### src/rtl/adc_spi_sampler_pkg.sv
// adc_pkg: shared definitions for the SPI ADC sampler.
//  - state_t    : sampler FSM states
//  - DATA_W_DEF : default sample width
//  - frame_clks : clk cycles from a rate tick until the FSM is back in IDLE
//                 and can accept the next tick
package adc_pkg;

  typedef enum logic [1:0] {
    IDLE     = 2'd0,
    CS_SETUP = 2'd1,
    SHIFT    = 2'd2,
    DONE     = 2'd3
  } state_t;

  localparam int DATA_W_DEF = 8;

  // CS setup (clk_div) + frame_bits full sclk periods + DONE + return to IDLE
  function automatic int frame_clks(input int clk_div, input int frame_bits);
    return clk_div * (2 * frame_bits + 1) + 2;
  endfunction

endpackage

### src/rtl/adc_spi_sampler_timer.sv
// sample_rate_timer: free-running conversion-rate divider.
//  clk     in  system clock
//  reset   in  synchronous, active-high
//  enable  in  1 = count, 0 = hold counter at zero
//  tick    out 1-cycle strobe when the counter reaches SAMPLE_DIV-1
module sample_rate_timer #(
  parameter int SAMPLE_DIV = 1000
) (
  input  logic clk,
  input  logic reset,
  input  logic enable,
  output logic tick
);

  localparam int CNT_W = (SAMPLE_DIV > 1) ? $clog2(SAMPLE_DIV) : 1;
  localparam logic [CNT_W-1:0] CNT_LAST = CNT_W'(SAMPLE_DIV - 1);

  logic [CNT_W-1:0] count;

  // Rate counter: cleared while disabled so the first tick lands SAMPLE_DIV-1
  // cycles after enable rises.
  always_ff @(posedge clk) begin
    if (reset) begin
      count <= '0;
    end else if (!enable) begin
      count <= '0;
    end else if (count == CNT_LAST) begin
      count <= '0;
    end else begin
      count <= count + CNT_W'(1);
    end
  end

  assign tick = enable && (count == CNT_LAST);

endmodule

### src/rtl/adc_spi_sampler.sv
// adc_spi_sampler: periodically reads one conversion from an 8-bit SPI
// (mode 3) ADC and presents it with a single-cycle valid strobe.
//  clk        in   system clock
//  reset      in   synchronous, active-high
//  enable     in   1 = run periodic sampling
//  adc_sdo    in   ADC serial data (changes after sclk falling edge)
//  adc_cs_n   out  ADC chip select, active low
//  adc_sclk   out  serial clock, idles high
//  sample     out  last completed conversion, MSB first
//  valid_out  out  1-cycle strobe: sample updated this cycle
//  busy       out  1 while a frame is in progress
module adc_spi_sampler
  import adc_pkg::*;
#(
  parameter int CLK_DIV    = 4,
  parameter int SAMPLE_DIV = 1000,
  parameter int FRAME_BITS = 16,
  parameter int LEAD_BITS  = 3,
  parameter int DATA_W     = DATA_W_DEF
) (
  input  logic              clk,
  input  logic              reset,
  input  logic              enable,
  input  logic              adc_sdo,
  output logic              adc_cs_n,
  output logic              adc_sclk,
  output logic [DATA_W-1:0] sample,
  output logic              valid_out,
  output logic              busy
);

  localparam int DIV_W = (CLK_DIV > 1) ? $clog2(CLK_DIV) : 1;
  localparam int BIT_W = (FRAME_BITS > 1) ? $clog2(FRAME_BITS) : 1;
  localparam logic [DIV_W-1:0] DIV_LAST   = DIV_W'(CLK_DIV - 1);
  localparam logic [BIT_W-1:0] BIT_LAST   = BIT_W'(FRAME_BITS - 1);
  localparam logic [BIT_W:0]   DATA_FIRST = (BIT_W + 1)'(LEAD_BITS);
  localparam logic [BIT_W:0]   DATA_END   = (BIT_W + 1)'(LEAD_BITS + DATA_W);

  logic tick;

  sample_rate_timer #(
    .SAMPLE_DIV(SAMPLE_DIV)
  ) u_timer (
    .clk   (clk),
    .reset (reset),
    .enable(enable),
    .tick  (tick)
  );

  state_t            state, state_nx;
  logic [DIV_W-1:0]  div_cnt, div_cnt_nx;
  logic [BIT_W-1:0]  bit_cnt, bit_cnt_nx;
  logic [DATA_W-1:0] shreg, shreg_nx;
  logic [DATA_W-1:0] sample_nx;
  logic              sclk_nx;
  logic              in_data;

  assign in_data = ({1'b0, bit_cnt} >= DATA_FIRST) && ({1'b0, bit_cnt} < DATA_END);

  // State and datapath registers; outputs are registered from next-state values
  // so cs_n/sclk/valid_out/busy line up with the state they belong to.
  always_ff @(posedge clk) begin
    if (reset) begin
      state     <= IDLE;
      div_cnt   <= '0;
      bit_cnt   <= '0;
      shreg     <= '0;
      sample    <= '0;
      adc_sclk  <= 1'b1;
      adc_cs_n  <= 1'b1;
      valid_out <= 1'b0;
      busy      <= 1'b0;
    end else begin
      state     <= state_nx;
      div_cnt   <= div_cnt_nx;
      bit_cnt   <= bit_cnt_nx;
      shreg     <= shreg_nx;
      sample    <= sample_nx;
      adc_sclk  <= sclk_nx;
      adc_cs_n  <= (state_nx == IDLE) || (state_nx == DONE);
      valid_out <= (state_nx == DONE);
      busy      <= (state_nx != IDLE);
    end
  end

  // Next-state logic. In SHIFT, adc_sclk itself is the phase bit: at the end of a
  // low phase sclk rises and sdo is captured; at the end of a high phase either
  // the next bit starts or the frame ends.
  always_comb begin
    state_nx   = state;
    div_cnt_nx = div_cnt;
    bit_cnt_nx = bit_cnt;
    shreg_nx   = shreg;
    sample_nx  = sample;
    sclk_nx    = adc_sclk;
    case (state)
      IDLE: begin
        div_cnt_nx = '0;
        bit_cnt_nx = '0;
        sclk_nx    = 1'b1;
        if (tick) begin
          state_nx = CS_SETUP;
        end else begin
          state_nx = IDLE;
        end
      end
      CS_SETUP: begin
        if (div_cnt == DIV_LAST) begin
          div_cnt_nx = '0;
          sclk_nx    = 1'b0;
          state_nx   = SHIFT;
        end else begin
          div_cnt_nx = div_cnt + DIV_W'(1);
        end
      end
      SHIFT: begin
        if (div_cnt == DIV_LAST) begin
          div_cnt_nx = '0;
          if (!adc_sclk) begin
            sclk_nx = 1'b1;
            if (in_data) begin
              shreg_nx = {shreg[DATA_W-2:0], adc_sdo};
            end else begin
              shreg_nx = shreg;
            end
          end else if (bit_cnt == BIT_LAST) begin
            // Data bits are all captured by now; publish on entry to DONE
            sclk_nx   = 1'b1;
            sample_nx = shreg;
            state_nx  = DONE;
          end else begin
            sclk_nx    = 1'b0;
            bit_cnt_nx = bit_cnt + BIT_W'(1);
          end
        end else begin
          div_cnt_nx = div_cnt + DIV_W'(1);
        end
      end
      DONE: begin
        sclk_nx  = 1'b1;
        state_nx = IDLE;
      end
      default: begin
        state_nx = IDLE;
      end
    endcase
  end

endmodule
### config.mk
export PLATFORM = sky130hd
export DESIGN_NAME = adc_spi_sampler
export DESIGN_NICKNAME = d
export VERILOG_FILES = /design/src/rtl/adc_spi_sampler_pkg.sv /design/src/rtl/adc_spi_sampler_timer.sv /design/src/rtl/adc_spi_sampler.sv
export SDC_FILE = /design/constraint.sdc
export NUM_CORES = 1
export LEC_CHECK = 0
export CAP_MARGIN = 30
export CORE_AREA = 2 2 60 76
export DETAILED_ROUTE_END_ITERATION = 8
export DIE_AREA = 0 0 62 78
export MAX_ROUTING_LAYER = met4
export PLACE_DENSITY = 0.62
export SLEW_MARGIN = 25
export SYNTH_ARGS = -nofsm -noshare
export SYNTH_HDL_FRONTEND = slang
export SYNTH_HIERARCHICAL = 1
export SYNTH_SLANG_ARGS = --single-unit
export TNS_END_PERCENT = 5
### constraint.sdc
create_clock -name clk -period 1.6 [get_ports clk]
set_input_delay 0.32 -clock clk [delete_from_list [all_inputs] [get_ports clk]]
set_output_delay 0.32 -clock clk [all_outputs]
set_load 0.1 [all_outputs]
; ---- Word level (Yosys, flattened, before mapping)
; Index checks and enable logic that the tools add are counted.
[totals]
ff_bits = 38
in_bits = 4
output_inout_bits = 12
[classes]
addsub = 3
n_lt_le_gt_ge = 2
n_eq_ne = 11
mux = 17
n_bitwise = 2
reduce_logical = 15
[ops]
columns = op, n
row1 = $mux 4, 3
row2 = $reduce_and 4->1, 3
row3 = $add 10x1->10 const B, 1
row4 = $eq 10x10->1 const B, 1
row5 = $mux 2, 5
row6 = $eq 2x2->1 const B, 4
row7 = $ne 2x2->1 const B, 4
row8 = $pmux 2 s4, 1
row9 = $pmux 4 s2, 1
row10 = $reduce_bool 2->1, 3
row11 = $mux 1, 5
row12 = $add 4x1->4 const B, 1
row13 = $eq 4x4->1 const B, 1
row14 = $ge 4x2->1 const B, 1
row15 = $logic_not 2->1, 2
row16 = $lt 4x4->1 const B, 1
row17 = $pmux 2 s2, 1
row18 = $reduce_or 2->1, 2
row19 = $pmux 1 s3, 1
row20 = $reduce_or 3->1, 1
row21 = $add 2x1->2 const B, 1
row22 = $eq 2x1->1 const B, 1
row23 = $logic_and 1x1->1, 2
row24 = $not 1->1, 2
row25 = other kinds (2), 2

; ---- Longest topological paths before layout
; Gate-level depths: netlist (run 1).
[depth]
ltp_word = 7
mapped_depth = 8
ltp_nobuf = 8

; ---- Cells and area by module
; Netlist (run 1), hierarchy kept.
[modules_own_cells]
columns = module, instances, cells_each, area_per_inst_um2, seq_area_each_um2
row1 = adc_spi_sampler, 1, 143, 1322.5, 560.5
row2 = sample_rate_timer, 1, 52, 460.4, 200.2

; ---- Least setup slack after synthesis (run 1)
; No wires, ideal clock.
[synth_timing]
path_kind = register -> register
startpoint = register adc_sclk
endpoint = register adc_cs_n
setup_ps = 117
arrival_ps = 2018
required_ps = 1483
path_slack_ps = -535
stages_incl_launch_ff = 6
path_buffers = 0
period_less_slack_ps = 2135
path_cell_list = dfxtp_1 -> and3_1 -> nand2_1 -> a211o_1 -> ha_1 -> nand2b_1
[synth_via]
elab_chain_cells = 5
word_cells_on_any_way = 6
classes_between = eq/ne (1) / mux (3) / reduce/logical (2)
[synth_lines]
columns = item, line_no
row1 = from (decl), adc_spi_sampler.sv:26  ; output logic adc_sclk,
row2 = from (signal assigned), adc_spi_sampler.sv:79  ; adc_sclk <= sclk_nx;
row3 = $mux 2 *, adc_spi_sampler.sv:119  ; if (!adc_sclk) begin
row4 = $mux 2 *, adc_spi_sampler.sv:117  ; if (div_cnt == DIV_LAST) begin
row5 = $pmux 2 s4 *, adc_spi_sampler.sv:96  ; case (state)
row6 = $eq 2x2->1 or $logic_not 2->1 (tied branches), adc_spi_sampler.sv:80  ; adc_cs_n <= (state_nx == IDLE) || (state_nx == DONE);
row7 = $logic_or 1x1->1 *, adc_spi_sampler.sv:80
row8 = to (signal assigned), adc_spi_sampler.sv:80
row9 = to (decl), adc_spi_sampler.sv:25  ; output logic adc_cs_n,
; Mark *: on every way between the ends. The rest lies on a longest branch, timed or not.
; A chain may end at the register's enable or synchronous reset.

; ---- Worst setup path in the final report (run 1)
[layout_timing]
startpoint = register state[0]
endpoint = register adc_cs_n
[layout_via]
elab_chain_cells = 6
word_cells_on_any_way = 12
classes_between = eq/ne (4) / mux (5) / reduce/logical (3)
[layout_lines]
columns = item, line_no
row1 = from (decl), adc_spi_sampler.sv:50  ; state_t state, state_nx;
row2 = from (signal assigned), adc_spi_sampler.sv:74  ; state <= state_nx;
row3 = $mux 2, adc_spi_sampler.sv:126  ; end else if (bit_cnt == BIT_LAST) begin
row4 = $mux 2, adc_spi_sampler.sv:119
row5 = $mux 2, adc_spi_sampler.sv:117
row6 = $pmux 2 s4 *, adc_spi_sampler.sv:96
row7 = $eq 2x2->1 or $logic_not 2->1 (tied branches), adc_spi_sampler.sv:80
row8 = $logic_or 1x1->1 *, adc_spi_sampler.sv:80
; Marks and branches as above.

==> results of run 1 <==
synthesized netlist by cell type, drive strengths merged (2+ instances only):
| library cell | n | area, µm² |
|---|---|---|
| nand4 | 2 | 12.5 |
| nor2b | 2 | 12.5 |
| o31ai | 2 | 15.0 |
| a211oi | 3 | 22.5 |
| ha | 10 | 125 |
| dfxtp | 38 | 761 |
| mux2i | 8 | 80.1 |
| and2b | 2 | 15.0 |
| a311oi | 2 | 17.5 |
| and3 | 3 | 23.8 |
| o21ai | 12 | 60.1 |
| nand2 | 7 | 26.3 |
| buf | 4 | 25.0 |
| or3 | 4 | 25.0 |
| nand3 | 18 | 108 |
| a31oi | 4 | 25.0 |
| xnor2 | 4 | 35.0 |
| nor2 | 12 | 45.0 |
| a21oi | 17 | 85.1 |
| nor3 | 3 | 15.0 |
| nor4b | 2 | 23.8 |
| inv | 9 | 33.8 |
| nand2b | 13 | 81.3 |
| clkbuf | 4 | 15.0 |
worst max-delay path, cell delays in order (launching register included):
cell and delay (ns):
dfxtp_2 0.34, inv_2 0.05, ha_2 0.21, buf_4 0.12, o21ai_0 0.07, buf_4 0.15
a31o_2 0.24, ha_1 0.27, nand2b_1 0.06
final timing paths:
kind,start,to
hold reg to reg,shreg[5],sample[5]
hold / removal,shreg[5],sample[5]
setup reg to reg,state[0],adc_cs_n
setup / recovery,state[0],adc_cs_n
sequential cells by signal, indices dropped and copies added (netlist names), 2 cells and up:
signal and flops:
bit_cnt 4, div_cnt 2, u_timer/count 10, state 2, shreg 8, sample 8
layer usage:
metal | up-vias | part of all wire (%) | global-route usage, %
li1 | 796 | - | -
met1 | 797 | 41 | 21.1
met2 | 28 | 54 | 34.5
met3 | 8 | 3.0 | 5.50
met4 | 0 | 1.5 | 7.45
met5 | - | 0 | -
what timing repair did:
item | CTS | global route
setup endpoints to repair | 13 | 13
gates resized for setup | 12 | 5
cloned | 0 | 0
setup buffers | 7 | 0
pin swaps | 3 | 2
hold buffers | 0 | 0
power by group through the flow:
| stage | sequential (mW) | combinational (mW) | clock, mW |
|---|---|---|---|
| finish | 0.948 | 0.0459 | 0.680 |
| global route | 0.948 | 0.0512 | 0.746 |
| CTS | 0.948 | 0.0460 | 0.701 |
| detailed placement | 0.970 | 0.0452 | 0 |
| global placement | 0.969 | 0.0439 | 0 |
| floorplan | 0.970 | 0.0217 | 0 |
layout make-up:
| type | instances | area (µm²) |
|---|---|---|
| Fill cell | 340 | 1510 |
| Clock inverter | 1 | 5.00 |
| Inverter | 9 | 33.8 |
| Multi-Input combinational cell | 140 | 1000 |
| Sequential cell | 38 | 772 |
| Timing Repair Buffer | 54 | 587 |
| Clock buffer | 7 | 86.3 |
| Tap cell | 56 | 70.1 |
logic make-up (layout without fill, tap and decap cells):
kind of cell / count (synthesis) / in the layout / synth area share (%)
adders and majority gates: 10 / 10 / 7.02
DFF: 38 / 38 / 42.7
and+or+nand+nor: 71 / 71 / 23.2
muxes: 8 / 8 / 4.49
AOI/OAI and AO/OA: 46 / 46 / 16.0
xor gates and xnor gates: 5 / 5 / 2.46
buffers and inverters: 17 / 71 / 4.14
cell usage in the layout (no fill, tap or decap), types with 6 or more instances in the layout:
cell type	instances
clkbuf_8	6
o21ai_0	11
dfxtp_1	31
mux2i_1	8
nand2b_1	13
buf_12	13
a21oi_1	17
inv_1	8
dfxtp_2	6
nor2_1	12
nand3_1	16
ha_1	7
buf_4	35
per-stage QoR:
stage	setup TNS (ns)	setup WS, ns
6_report	-0.0172	-0.0172
5_1_grt	-0.491	-0.122
4_1_cts	-0.00991	-0.00991
3_5_place_dp	-0.789	-0.134
3_3_place_gp	-0.465	-0.101
2_1_floorplan	-0.0331	-0.0331
==> results.py, run 1 <==
metrics = {
    "run_status": {
        "status": "finished, violations left",
        "violations": "negative setup slack",
    },
    "power_and_ir_drop": {
        "pwr-share-clk_pct": 40.6,
        "swShare_pct": 21.3,
        "switching_power_mw": 0.357,
        "p_seq_share_pct": 56.6,
        "share_comb_of_total_power_pct": 2.7,
        "internal_power_mw": 1.32,
        "ir_drop_mv": 0.533,
        "p_leak_nw": 0.939,
        "power_density_mw_per_mm2": 655,
        "finalPower_mw": 1.67,
    },
    "synthesis": {
        "syn-num-nets": 209,
        "ys_seq_elements": 38,
        "ys_warn_count": 6,
        "netlist_area_mm2": 0.00178,
        "syn_area_per_cell_um2": 9.14,
        "synth_cell_types": 39,
        "synth-edff-count": 0,
        "synthFlopType": "dfxtp_1",
        "syn_inst": 195,
        "ys_async_sr_fraction_pct": 0,
        "yosysSeqAreaShare_pct": 42.7,
    },
    "floorplan": {
        "rows": 26,
        "fp.dieH_um": 78,
        "io_pins": 16,
        "start_util_pct": 43.8,
        "die_w_um": 62,
        "die_area_mm2": 0.00484,
        "core-area_mm2": 0.00407,
    },
    "critical_path": {
        "cp_max_fo": 3,
        "endpoint_kind": "flip-flop",
        "cp.required_ns": 1.78,
        "regToRegSetupSlack_ns": -0.02,
        "critPathArrivalTime_ns": 1.79,
        "cp-start-kind": "flip-flop",
        "critical_path_class": "flip-flop to flip-flop",
        "rr_worst_depth": 8,
    },
    "placement": {
        "placed_cell_area_mm2": 0.00236,
        "place_congestion": 0.808,
        "port_buffers": 15,
        "dpl.cell_count": 290,
        "place.detailed.hpwl_um": 3010,
    },
    "route": {
        "drt-initial-drc-count": 52,
        "drt-total-wl_um": 4130,
        "drt-pass1-iter-count": 4,
        "wl_per_cell_um": 13.5,
        "via_per_inst": 5.34,
        "drc": 0,
        "ant_nets": 0,
        "vias": 1629,
    },
    "finish": {
        "fin_util_pct": 62.9,
        "final_layout_size_suffix_gt1_share_pct": 33.7,
        "instances_no_fill": 305,
        "nets": 262,
        "syn_to_final_growth_pct": 43.4,
        "finalInstanceArea_mm2": 0.00256,
        "n_antenna_cell": 0,
    },
    "global_route": {
        "grt_pass1_vias": 1709,
        "grt_pass1_wl_um": 7310,
        "grt.overflow.total": 0,
        "grt_max_degree": 31,
        "grt_usage_pct": 20.1,
        "antenna_found_initial": 0,
    },
    "worst_hold_path": {
        "hold_depth": 2,
        "min_path_type": "flip-flop to flip-flop",
    },
    "clock_tree": {
        "cts_buffers": 5,
        "clockBufferDepth": 2,
        "clk-insertion-delay-late_ns": 0.29,
        "cts_tree": "built",
        "cts_sinks": 38,
        "htreeDepth": 2,
        "cts.clk_slew.worst_paths_ns": 0.07,
        "clockRootBuffer": "clkbuf_8",
    },
    "sta": {
        "setup_viol": 1,
        "hold_violations": 0,
        "finClkSkew_ns": 0.00995,
        "slew_violations": 0,
        "tightest_slew_ns": 0.365,
        "layout_min_cycle_time_ns": 1.62,
        "fin_crit_sh_pct": 101,
        "rsz0062_at_grt": "true",
        "layout_setup_ws_ns": -0.0172,
        "max_freq_mhz": 618,
        "relSlewSlack_pct": 75.6,
        "hold_ws_ns": 0.468,
    },
    "run": {
        "timing.max_cap.violations": 0,
    },
}
Note: power is estimated with default switching activity, not from simulation.
==> inputs of run 2 (changes only) <==
Settings changed: CORE_AREA 2 2 60 76 to 3 3 61 77, DIE_AREA 0 0 62 78 to 0 0 64 80.
==> run 2 against run 1 <==
Against the previous run:
- the flow still finishes with violations (negative setup slack)
- critical path depth did not move
- final area fell by 2.0%
- hold slack improved by 0.0035 ns
- clock-buffer cell count did not move
- clock skew fell by 0.0043 ns
- combinational power rose by 0.9%
- worst setup slack improved by 0.0017 ns
- critical endpoint unchanged
- largest power group unchanged
- first-iteration DRC count fell by 25%
- sequential share of layout area rose by 0.70 points
==> results.py, run 2 (same netlist as run 1, synthesis figures left out) <==
metrics = {
    "finish": {
        "multiInputGateArea_mm2": 0.00102,
        "largest_register_ffs": 10,
        "final_cell_mix": "dfxtp_1, buf_4, a21oi_1",
        "top_regs": "u_timer/count x10, sample x8, shreg x8",
        "syn_to_final_growth_pct": 40.6,
        "fillCellCount": 354,
        "instances_no_fill": 297,
        "nets": 254,
        "final_layout_size_suffix_gt1_share_pct": 32.4,
        "layout.cells.most_common": "dfxtp_1",
        "ff_latch_area_um2": 774,
        "regMostFlops": "u_timer/count",
        "n_antenna_cell": 0,
    },
    "critical_path": {
        "worst_path_dominant_cell_family": "simple AND/OR/NAND/NOR gates",
        "crit_chain": "ha_4, and4bb_1, nand2_2, nor3_2, nor2_1, a31o_2, ha_1, nand2b_1",
        "path_buf_inv": 0,
        "critical_path_class": "flip-flop to flip-flop",
        "endpoint_kind": "flip-flop",
        "r2r-end": "adc_cs_n",
        "critPathArrivalTime_ns": 1.79,
        "cp.required_ns": 1.77,
        "rr_worst_depth": 8,
        "cp-start-kind": "flip-flop",
        "slowest_stage": "dfxtp_2",
        "r2r_start": "u_timer/count[0]",
        "max_stage_delay_ns": 0.35,
        "cp_max_fo": 2,
        "regToRegSetupSlack_ns": -0.02,
    },
    "clock_tree": {
        "cts.clk_slew.worst_paths_ns": 0.07,
        "postCtsHoldBufs": 0,
        "clk-insertion-delay-late_ns": 0.29,
        "htreeDepth": 2,
        "cts_sinks": 38,
        "cts_tree": "built",
        "cts_buffers": 5,
        "clockRootBuffer": "clkbuf_8",
        "clockBufferDepth": 2,
    },
    "power_and_ir_drop": {
        "power_density_mw_per_mm2": 662,
        "ir_drop_mv": 0.465,
        "p_leak_nw": 0.910,
        "finalPower_mw": 1.66,
    },
    "global_route": {
        "grt_pass1_vias": 1603,
        "grt_max_degree": 31,
        "grtUsageMet2_pct": 33.0,
        "grt_busiest_layer": "met2",
        "grt_usage_pct": 17.2,
        "antenna_found_initial": 0,
        "grtUsageMet1_pct": 16.7,
        "grt_pass1_wl_um": 6770,
        "grt.overflow.total": 0,
        "grt_use_met3_pct": 4.08,
    },
    "sta": {
        "slew_violations": 0,
        "layout_setup_ws_ns": -0.0155,
        "relSlewSlack_pct": 75.7,
        "max_freq_mhz": 619,
        "layout_min_cycle_time_ns": 1.62,
        "hold_violations": 0,
        "rsz0062_at_grt": "true",
        "fin_crit_sh_pct": 101,
        "finClkSkew_ns": 0.00570,
        "setup_viol": 1,
        "tightest_slew_ns": 0.364,
    },
    "route": {
        "vias": 1581,
        "via_per_inst": 5.32,
        "drt-total-wl_um": 3980,
        "drt-pass1-iter-count": 4,
        "drc": 0,
        "drt-initial-drc-count": 39,
        "ant_nets": 0,
        "wl_per_cell_um": 13.4,
    },
    "floorplan": {
        "start_util_pct": 43.8,
        "io_pins": 16,
        "die_w_um": 64,
        "core-area_mm2": 0.00407,
        "rows": 26,
        "fp.dieH_um": 80,
        "die_area_mm2": 0.00512,
    },
    "placement": {
        "dp_slack_ns": -0.157,
        "place.detailed.hpwl_um": 2950,
        "dpl.cell_count": 286,
        "port_buffers": 15,
        "place_congestion": 0.803,
    },
    "worst_hold_path": {
        "hold_end": "sample[2]",
        "min_path_type": "flip-flop to flip-flop",
        "min_from": "shreg[2]",
        "hold_depth": 2,
    },
    "run": {
        "timing.max_cap.violations": 0,
    },
    "run_status": {
        "status": "finished, violations left",
        "violations": "negative setup slack",
    },
}
## run 2: worst max path at each step
| stage | end | startpoint | slack, ns | depth (start not counted) |
|---|---|---|---|---|
| after floorplan | adc_cs_n | u_timer/count[1] | -0.03 | 8 |
| after global placement | adc_cs_n | enable | -0.10 | 7 |
| after detailed placement | adc_cs_n | enable | -0.16 | 7 |
| after CTS | adc_cs_n | u_timer/count[0] | -0.02 | 8 |
| after global routing | valid_out | u_timer/count[0] | -0.07 | 9 |
| final | adc_cs_n | u_timer/count[0] | -0.02 | 8 |
## run 2: cell type report
cell class / instances / area share, %
clock inverter: 1 / 0.200
tap: 56 / 2.80
clock buffer: 7 / 3.44
sequential: 38 / 30.9
timing repair buffer: 46 / 20.7
inverter: 9 / 1.35
multi-input combinational: 140 / 40.6
## run 2: timing repair
item,CTS,global route
pin swaps,3,2
endpoints found under the setup margin,12,11
gates resized for setup,10,10
buffers inserted,2,1
## run 2: power by group
| group | switching, mW | internal [mW] |
|---|---|---|
| logic | 0.0221 | 0.0242 |
| clock network | 0.318 | 0.347 |
| registers | 0.00242 | 0.945 |
| total | 0.343 | 1.32 |
## run 2: tightest hold or removal path, cell delays in order, from the launching register on
cell and delay, ns:
dfxtp_1 0.32, nand3_1 0.06, a21oi_1 0.05
## run 2: metal layers
layer	wire (µm)	vias up	share of wire [%]
li1	-	794	-
met1	1590	759	40
met2	2230	22	56
met3	109	6	2.7
met4	52	0	1.3
met5	0	-	0
## run 2: stage by stage
step | hold WS [ns] | area (µm²) | util [%] | TNS [ns]
2_1_floorplan | 0.396 | 1810 | - | -0.0331
3_5_place_dp | 0.462 | 2330 | 57.3 | -0.704
5_1_grt | 0.500 | 2510 | 61.6 | -0.336
6_report | 0.472 | 2510 | 61.6 | -0.0155
3_3_place_gp | 0.451 | 2330 | 57.3 | -0.277
4_1_cts | 0.475 | 2470 | 60.8 | -0.0227
